### src/rtl/csr_requester_if.sv
// csr_requester_if: decode-side instruction handshake, CSR access bus and writeback outputs of csr_requester.
interface csr_requester_if;
  logic        instr_valid;
  logic        instr_ready;
  logic [31:0] instr;
  logic [31:0] rs1_data;
  logic        flush;
  logic        csr_valid;
  logic [11:0] csr_addr;
  logic [2:0]  csr_funct3;
  logic [4:0]  csr_rs1;
  logic [4:0]  csr_rd;
  logic [31:0] csr_wdata;
  logic [4:0]  csr_zimm;
  logic [31:0] csr_rdata;
  logic        wb_valid;
  logic [4:0]  wb_rd;
  logic [31:0] wb_data;
  logic        illegal;
  logic        busy;
  modport master (
    output instr_valid, instr, rs1_data, flush, csr_rdata,
    input  instr_ready, csr_valid, csr_addr, csr_funct3, csr_rs1, csr_rd, csr_wdata, csr_zimm,
           wb_valid, wb_rd, wb_data, illegal, busy
  );
  modport slave (
    input  instr_valid, instr, rs1_data, flush, csr_rdata,
    output instr_ready, csr_valid, csr_addr, csr_funct3, csr_rs1, csr_rd, csr_wdata, csr_zimm,
           wb_valid, wb_rd, wb_data, illegal, busy
  );
endinterface

### src/rtl/csr_requester.sv
// csr_requester: accepts one SYSTEM instruction, issues a single-cycle CSR access, then writes back or flags illegal.
module csr_requester #(
  parameter logic [11:0] ADDR_CYCLE   = 12'hC00,
  parameter logic [11:0] ADDR_CYCLEH  = 12'hC80,
  parameter logic [11:0] ADDR_DSPMODE = 12'h800
) (
  input logic           clk,
  input logic           rst,
  csr_requester_if.slave bus
);
  typedef enum logic [1:0] {IDLE, ISSUE, WB} state_t;
  state_t      r_state;
  logic [24:0] r_fields;
  logic [31:0] r_wdata;
  logic [31:0] r_rdata;
  logic        r_illegal;
  logic [11:0] w_addr;
  logic [2:0]  w_f3;
  logic [4:0]  w_rs1;
  logic        w_write;
  logic        w_known;
  logic        w_illegal;
  logic        w_accept;
  assign w_addr   = bus.instr[31:20];
  assign w_f3     = bus.instr[14:12];
  assign w_rs1    = bus.instr[19:15];
  // rs1 field and zimm share bits [19:15], so set/clear forms test the same field
  assign w_write  = (w_f3[1:0] == 2'b01) || (w_f3[1] && (w_rs1 != 5'd0));
  assign w_known  = (w_addr == ADDR_CYCLE) || (w_addr == ADDR_CYCLEH) || (w_addr == ADDR_DSPMODE);
  assign w_illegal = (bus.instr[6:0] != 7'b1110011) || (w_f3[1:0] == 2'b00) || !w_known ||
                     ((w_addr[11:10] == 2'b11) && w_write);
  assign w_accept = bus.instr_valid && bus.instr_ready;
  always_ff @(posedge clk or posedge rst) begin
    if (rst) begin
      r_state   <= IDLE;
      r_fields  <= '0;
      r_wdata   <= '0;
      r_rdata   <= '0;
      r_illegal <= 1'b0;
    end else begin
      if (w_accept) begin
        r_fields  <= bus.instr[31:7];
        r_wdata   <= bus.rs1_data;
        r_illegal <= w_illegal;
      end
      if (r_state == ISSUE) r_rdata <= bus.csr_rdata;
      r_state <= bus.flush ? IDLE :
                 (r_state == IDLE)  ? (w_accept ? ISSUE : IDLE) :
                 (r_state == ISSUE) ? WB : IDLE;
    end
  end
  assign bus.instr_ready = (r_state == IDLE) && !bus.flush;
  assign bus.busy        = (r_state != IDLE);
  assign bus.csr_valid   = (r_state == ISSUE) && !r_illegal && !bus.flush;
  assign bus.csr_addr    = r_fields[24:13];
  assign bus.csr_rs1     = r_fields[12:8];
  assign bus.csr_zimm    = r_fields[12:8];
  assign bus.csr_funct3  = r_fields[7:5];
  assign bus.csr_rd      = r_fields[4:0];
  assign bus.csr_wdata   = r_wdata;
  assign bus.wb_valid    = (r_state == WB) && !r_illegal && (r_fields[4:0] != 5'd0) && !bus.flush;
  assign bus.wb_rd       = r_fields[4:0];
  assign bus.wb_data     = r_rdata;
  assign bus.illegal     = (r_state == WB) && r_illegal && !bus.flush;
endmodule

### src/flat_wrapper.sv
// flat-port wrapper written by rule: the top's interface ports become plain ports
module csr_requester_flat 
#(
  parameter logic [11:0] ADDR_CYCLE   = 12'hC00,
  parameter logic [11:0] ADDR_CYCLEH  = 12'hC80,
  parameter logic [11:0] ADDR_DSPMODE = 12'h800
)
  (clk, rst, bus_instr_valid, bus_instr, bus_rs1_data, bus_flush, bus_csr_rdata, bus_instr_ready, bus_csr_valid, bus_csr_addr, bus_csr_funct3, bus_csr_rs1, bus_csr_rd, bus_csr_wdata, bus_csr_zimm, bus_wb_valid, bus_wb_rd, bus_wb_data, bus_illegal, bus_busy);
  csr_requester_if bus_i ();
  input logic clk;
  input logic rst;
  input wire logic [$bits(bus_i.instr_valid)-1:0] bus_instr_valid;
  input wire logic [$bits(bus_i.instr)-1:0] bus_instr;
  input wire logic [$bits(bus_i.rs1_data)-1:0] bus_rs1_data;
  input wire logic [$bits(bus_i.flush)-1:0] bus_flush;
  input wire logic [$bits(bus_i.csr_rdata)-1:0] bus_csr_rdata;
  output wire logic [$bits(bus_i.instr_ready)-1:0] bus_instr_ready;
  output wire logic [$bits(bus_i.csr_valid)-1:0] bus_csr_valid;
  output wire logic [$bits(bus_i.csr_addr)-1:0] bus_csr_addr;
  output wire logic [$bits(bus_i.csr_funct3)-1:0] bus_csr_funct3;
  output wire logic [$bits(bus_i.csr_rs1)-1:0] bus_csr_rs1;
  output wire logic [$bits(bus_i.csr_rd)-1:0] bus_csr_rd;
  output wire logic [$bits(bus_i.csr_wdata)-1:0] bus_csr_wdata;
  output wire logic [$bits(bus_i.csr_zimm)-1:0] bus_csr_zimm;
  output wire logic [$bits(bus_i.wb_valid)-1:0] bus_wb_valid;
  output wire logic [$bits(bus_i.wb_rd)-1:0] bus_wb_rd;
  output wire logic [$bits(bus_i.wb_data)-1:0] bus_wb_data;
  output wire logic [$bits(bus_i.illegal)-1:0] bus_illegal;
  output wire logic [$bits(bus_i.busy)-1:0] bus_busy;
  assign bus_i.instr_valid = bus_instr_valid;
  assign bus_i.instr = bus_instr;
  assign bus_i.rs1_data = bus_rs1_data;
  assign bus_i.flush = bus_flush;
  assign bus_i.csr_rdata = bus_csr_rdata;
  assign bus_instr_ready = bus_i.instr_ready;
  assign bus_csr_valid = bus_i.csr_valid;
  assign bus_csr_addr = bus_i.csr_addr;
  assign bus_csr_funct3 = bus_i.csr_funct3;
  assign bus_csr_rs1 = bus_i.csr_rs1;
  assign bus_csr_rd = bus_i.csr_rd;
  assign bus_csr_wdata = bus_i.csr_wdata;
  assign bus_csr_zimm = bus_i.csr_zimm;
  assign bus_wb_valid = bus_i.wb_valid;
  assign bus_wb_rd = bus_i.wb_rd;
  assign bus_wb_data = bus_i.wb_data;
  assign bus_illegal = bus_i.illegal;
  assign bus_busy = bus_i.busy;
  csr_requester #(.ADDR_CYCLE(ADDR_CYCLE), .ADDR_CYCLEH(ADDR_CYCLEH), .ADDR_DSPMODE(ADDR_DSPMODE)) u_core (.clk(clk), .rst(rst), .bus(bus_i));
endmodule
### config.mk
export PLATFORM = sky130hd
export DESIGN_NAME = csr_requester_flat
export DESIGN_NICKNAME = d
export VERILOG_FILES = /design/src/rtl/csr_requester_if.sv /design/src/rtl/csr_requester.sv /design/src/flat_wrapper.sv
export SDC_FILE = /design/constraint.sdc
export NUM_CORES = 1
export LEC_CHECK = 0
export CAP_MARGIN = 20
export CELL_PAD_IN_SITES_DETAIL_PLACEMENT = 1
export CELL_PAD_IN_SITES_GLOBAL_PLACEMENT = 1
export CORE_ASPECT_RATIO = 0.9
export CORE_MARGIN = 4
export CORE_UTILIZATION = 32
export CTS_CLUSTER_SIZE = 16
export DETAILED_ROUTE_END_ITERATION = 10
export PLACE_DENSITY_LB_ADDON = 0.1
export RECOVER_POWER = 25
export SYNTH_ARGS = -nofsm -noshare
export SYNTH_HDL_FRONTEND = slang
export SYNTH_SLANG_ARGS = --single-unit
### constraint.sdc
create_clock -name clk -period 8.2 [get_ports clk]
set_input_delay 1.64 -clock clk [delete_from_list [all_inputs] [get_ports clk]]
set_output_delay 1.64 -clock clk [all_outputs]
set_load 0.01 [all_outputs]
==> results.txt <==
----------------------------------------------------
[STA]
  Number of hold-slack violations in the final timing report ... 0
  Slew @ Worst Pin ... 2.03 ns
  Setup TNS ... 0 ns
  Part of the cycle the worst path needs ... 58.8%
  Post-route setup slack ... 3.37 ns
  Maximum clock frequency ... 0.207 GHz
  Maximum clock skew at final layout ... 0.00447 ns
  Shortest clock period the worst path allows after layout ... 4.83 ns
  Number of slew-limit violations in the final report ... 48
  # setup viols final ... 0
  Normalized max-slew margin ... -36.3%
  Unrepaired setup endpoints after global routing ... false

[Route]
  Via-per-instance ratio ... 4.53
  Antenna Nets Post-Route ... 0
  Total wirelength of the detailed-routed design ... 10,400 um
  Count of unresolved DRC violations after routing ... 0
  Total via count in the routed design ... 2,621
  Drt initial violations ... 103
  First-pass DRT Iterations ... 3
  DR WL/cell ... 17.9 um

[Hold path]
  Startpoint of the worst hold path ... u_core.bus.csr_wdata[15]$_DFFE_PP0N_
  Worst Hold Path EP ... u_core.bus.csr_wdata[15]$_DFFE_PP0N_
  Number of cells on the worst hold path ... 1
  Type of the worst min-delay path ... reg2reg

[Clocking]
  Num CTS Buffers ... 9
  Maximum level of the CTS H-tree ... 3
  Count of instances resized after the clock tree is built ... 0
  Number of buffers added to fix hold violations after cts ... 0
  Clock net sink count ... 92
  TritonCTS clock tree ... built
  Clock slew seen by the registers of the worst setup and hold paths ... 0.06 ns
  Maximum clock path buffer count ... 2
  Setup Buffers After CTS ... 0
  Root buffer cell ... clkbuf_16
  Clock latency reported for the late side of the worst-skew pair ... 0.33 ns

[Synthesis]
  Post-synthesis compound-gate area fraction ... 0.476%
  Adder-cell share of the synthesized area ... 0%
  Portion of the post-synthesis area used by sequential elements ... 62.6%
  Netlist area before placement ... 3680 um^2
  Predominant post-synthesis flop cell ... dfrtp_1
  Synthesized area per cell ... 16.3 um^2
  Cell types occupying the most area after synthesis ... dfrtp_1, mux2_2, mux2_4
  Post-synthesis simple-gate area fraction ... 4.18%
  Total of warnings raised by yosys ... 0
  Mux share of post-synthesis cell area ... 28.3%
  Number of instances in the synthesized netlist ... 226
  Xor-xnor portion of the synthesized cell area ... 0%
  Post-synth cell types ... 24
  Top cell type's share of synthesized area ... 62.6%
  Most area-hungry cell type in the Yosys netlist ... dfrtp_1
  Dominant combinational cell family by area after synthesis ... multiplexers
  Flop and latch count out of synthesis ... 92
  Net count of the mapped netlist ... 326
  EDFF count, synth ... 0
  Proportion of register bits with asynchronous set or reset after synthesis ... 100%

[Cells and area]
  Area growth from synthesis to final layout ... 63.7%
  Diode count ... 0
  Layout cell share with drive strength beyond 1 ... 26.1%
  Final net count ... 523

[GRT]
  Wire length of the first global-routing pass ... 16,100 um
  Met2 usage in global routing ... 27.0%
  Global router's overall resource usage ... 15.9%
  Gr busiest metal ... met2
  Pin count of the biggest net entering global routing ... 48
  Via count of the first global-routing pass ... 2,872
  Final global-route overflow total ... 0
  GRT met3 Usage ... 6.12%
  Antenna violations before repair ... 0
  Met1 usage in global routing ... 18.6%

[Floorplanning]
  DIE WIDTH ... 121 um
  I/O pin count ... 204
  Area enclosed by the die boundary ... 13,300 um^2
  Initial core utilization ... 33.3%
  Std cell rows ... 36
  CORE AREA ... 11,000 um^2
  Height of the die ... 110 um

[Place]
  Post-detail-place hpwl ... 8030 um
  Number of I/O port buffers ... 203
  Gpl congestion ... 0.750
  Post-Place Worst Slack ... 3.44 ns

[Worst setup path]
  Slowest stage cell, crit path ... dlygate4sd3_1
  Type of element launching the critical path ... primary input
  R2R depth ... 3
  Biggest fanout along the worst timing path ... 5
  Ordered list of cells on the worst path ... dlygate4sd3_1, nor2_1, nand2_1, nor3_1, clkdlybuf4s50_1
  CP Data Required Time ... 6.56 ns
  Setup crit end kind ... primary output
  RR Startpoint ... u_core.r_state[0]$_DFF_PP0_
  Delay of the slowest cell on the worst path ... 0.64 ns
  Arrival @ worst endpoint ... 3.19 ns
  Worst Path Class, Setup ... in2out
  Register-to-Register Setup Slack ... 6.44 ns
  Capture instance of the worst register-to-register path ... u_core.bus.csr_wdata[10]$_DFFE_PP0N_

[Status]
  Outcome ... finished with violations
  Violated checks ... capacitance limit, slew limit

[Pwr]
  PD cells ... 233 nW/um^2
  Reported leakage power ... 2.46 nW
  Maximum ir drop on the vdd rail ... 0.000114 V

[Flow run]
  Number of maximum-capacitance violations ... 1

----------------------------------------------------
-- cell type report --
type	instances	area, um^2
repair buffers	206	2050
well taps	152	190
inverters	1	5.00
multi-input cells	113	1210
fillers	1110	5010
clock buffers	11	243
clock inverters	3	15.0
flip-flops and latches	92	2300
-- cells in the final DEF (no fill, tap or decap), drive strengths merged --
| cell type | netlist | routed |
|---|---|---|
| clkdlybuf4s50 | 0 | 169 |
| or4 | 2 | 2 |
| nor2b | 1 | 1 |
| or2 | 1 | 1 |
| clkbuf | 0 | 11 |
| and3 | 1 | 1 |
| o311ai | 1 | 1 |
| nor4 | 1 | 1 |
| buf | 20 | 3 |
| or4b | 2 | 2 |
| mux2 | 89 | 89 |
| clkinvlp | 0 | 1 |
| dlygate4sd3 | 0 | 34 |
| dfrtp | 92 | 92 |
| nor3 | 3 | 3 |
| nand2b | 1 | 1 |
| nand2 | 1 | 1 |
| or3b | 1 | 1 |
| clkinv | 0 | 3 |
| a41oi | 1 | 1 |
| nor4b | 2 | 2 |
| nand4b | 1 | 1 |
| nor2 | 5 | 5 |
-- Yosys cell counts (2+ instances only) --
cell type / number
dfrtp_1: 92
buf_2: 4
nor3_1: 3
mux2_2: 79
mux2_4: 10
buf_4: 10
nor2_1: 5
or4_1: 2
buf_6: 6
-- worst max-delay path by stage --
| stage | from | endpoint | slack, ns |
|---|---|---|---|
| global placement | bus_flush | bus_wb_valid | 3.51 |
| CTS | bus_flush | bus_wb_valid | 3.43 |
| finish | bus_flush | bus_wb_valid | 3.37 |
| global route | bus_flush | bus_wb_valid | 3.19 |
| floorplan | rst | u_core.bus.csr_wdata[0]$_DFFE_PP0N_ | 4.17 |
| detailed placement | bus_flush | bus_wb_valid | 3.44 |
-- logic make-up (layout without fill, tap and decap cells) --
kind of cell / Yosys count / in the layout
buffers and inverters: 21 / 221
muxes: 89 / 89
and+or+nand+nor: 22 / 22
DFF: 92 / 92
AOI/OAI and AO/OA: 2 / 2
-- critical path, delay by kind of cell --
kind                   cells  cell delay [ns]
buffers and inverters      2             1.20
AND/OR/NAND/NOR            3             0.34
-- flip-flops by register name (all words and copies together) (netlist names) --
name and cells:
u_core.r_illegal 1, u_core.bus.wb_data 32, u_core.r_fields 25, u_core.r_state 2
u_core.bus.csr_wdata 32
-- report_power, final --
part           internal (mW)  switching (mW)
logic                  0.286           0.152
clock network          0.209           0.160
registers              0.545          0.0513
-- per-stage QoR --
step / total power, mW / instances / hold slack, ns / cell area, um^2 / utilization (%)
6_report: 1.40 / 578 / 0.503 / 6020 / 54.6
3_3_place_gp: 1.04 / 564 / 0.487 / 5770 / 52.3
4_1_cts: 1.43 / 578 / 0.507 / 6020 / 54.6
2_1_floorplan: 0.777 / 226 / 0.550 / 3680 / -
3_5_place_dp: 1.05 / 564 / 0.493 / 5770 / 52.3
5_1_grt: 1.48 / 578 / 0.517 / 6020 / 54.6
-- metal layers --
layer	wire length, um	share of wire [%]	vias up
li1	-	-	1188
met1	4020	39	1297
met2	5190	50	122
met3	995	9.6	14
met4	152	1.5	0
met5	0	0	-
Power figures use the tool's default switching activity.
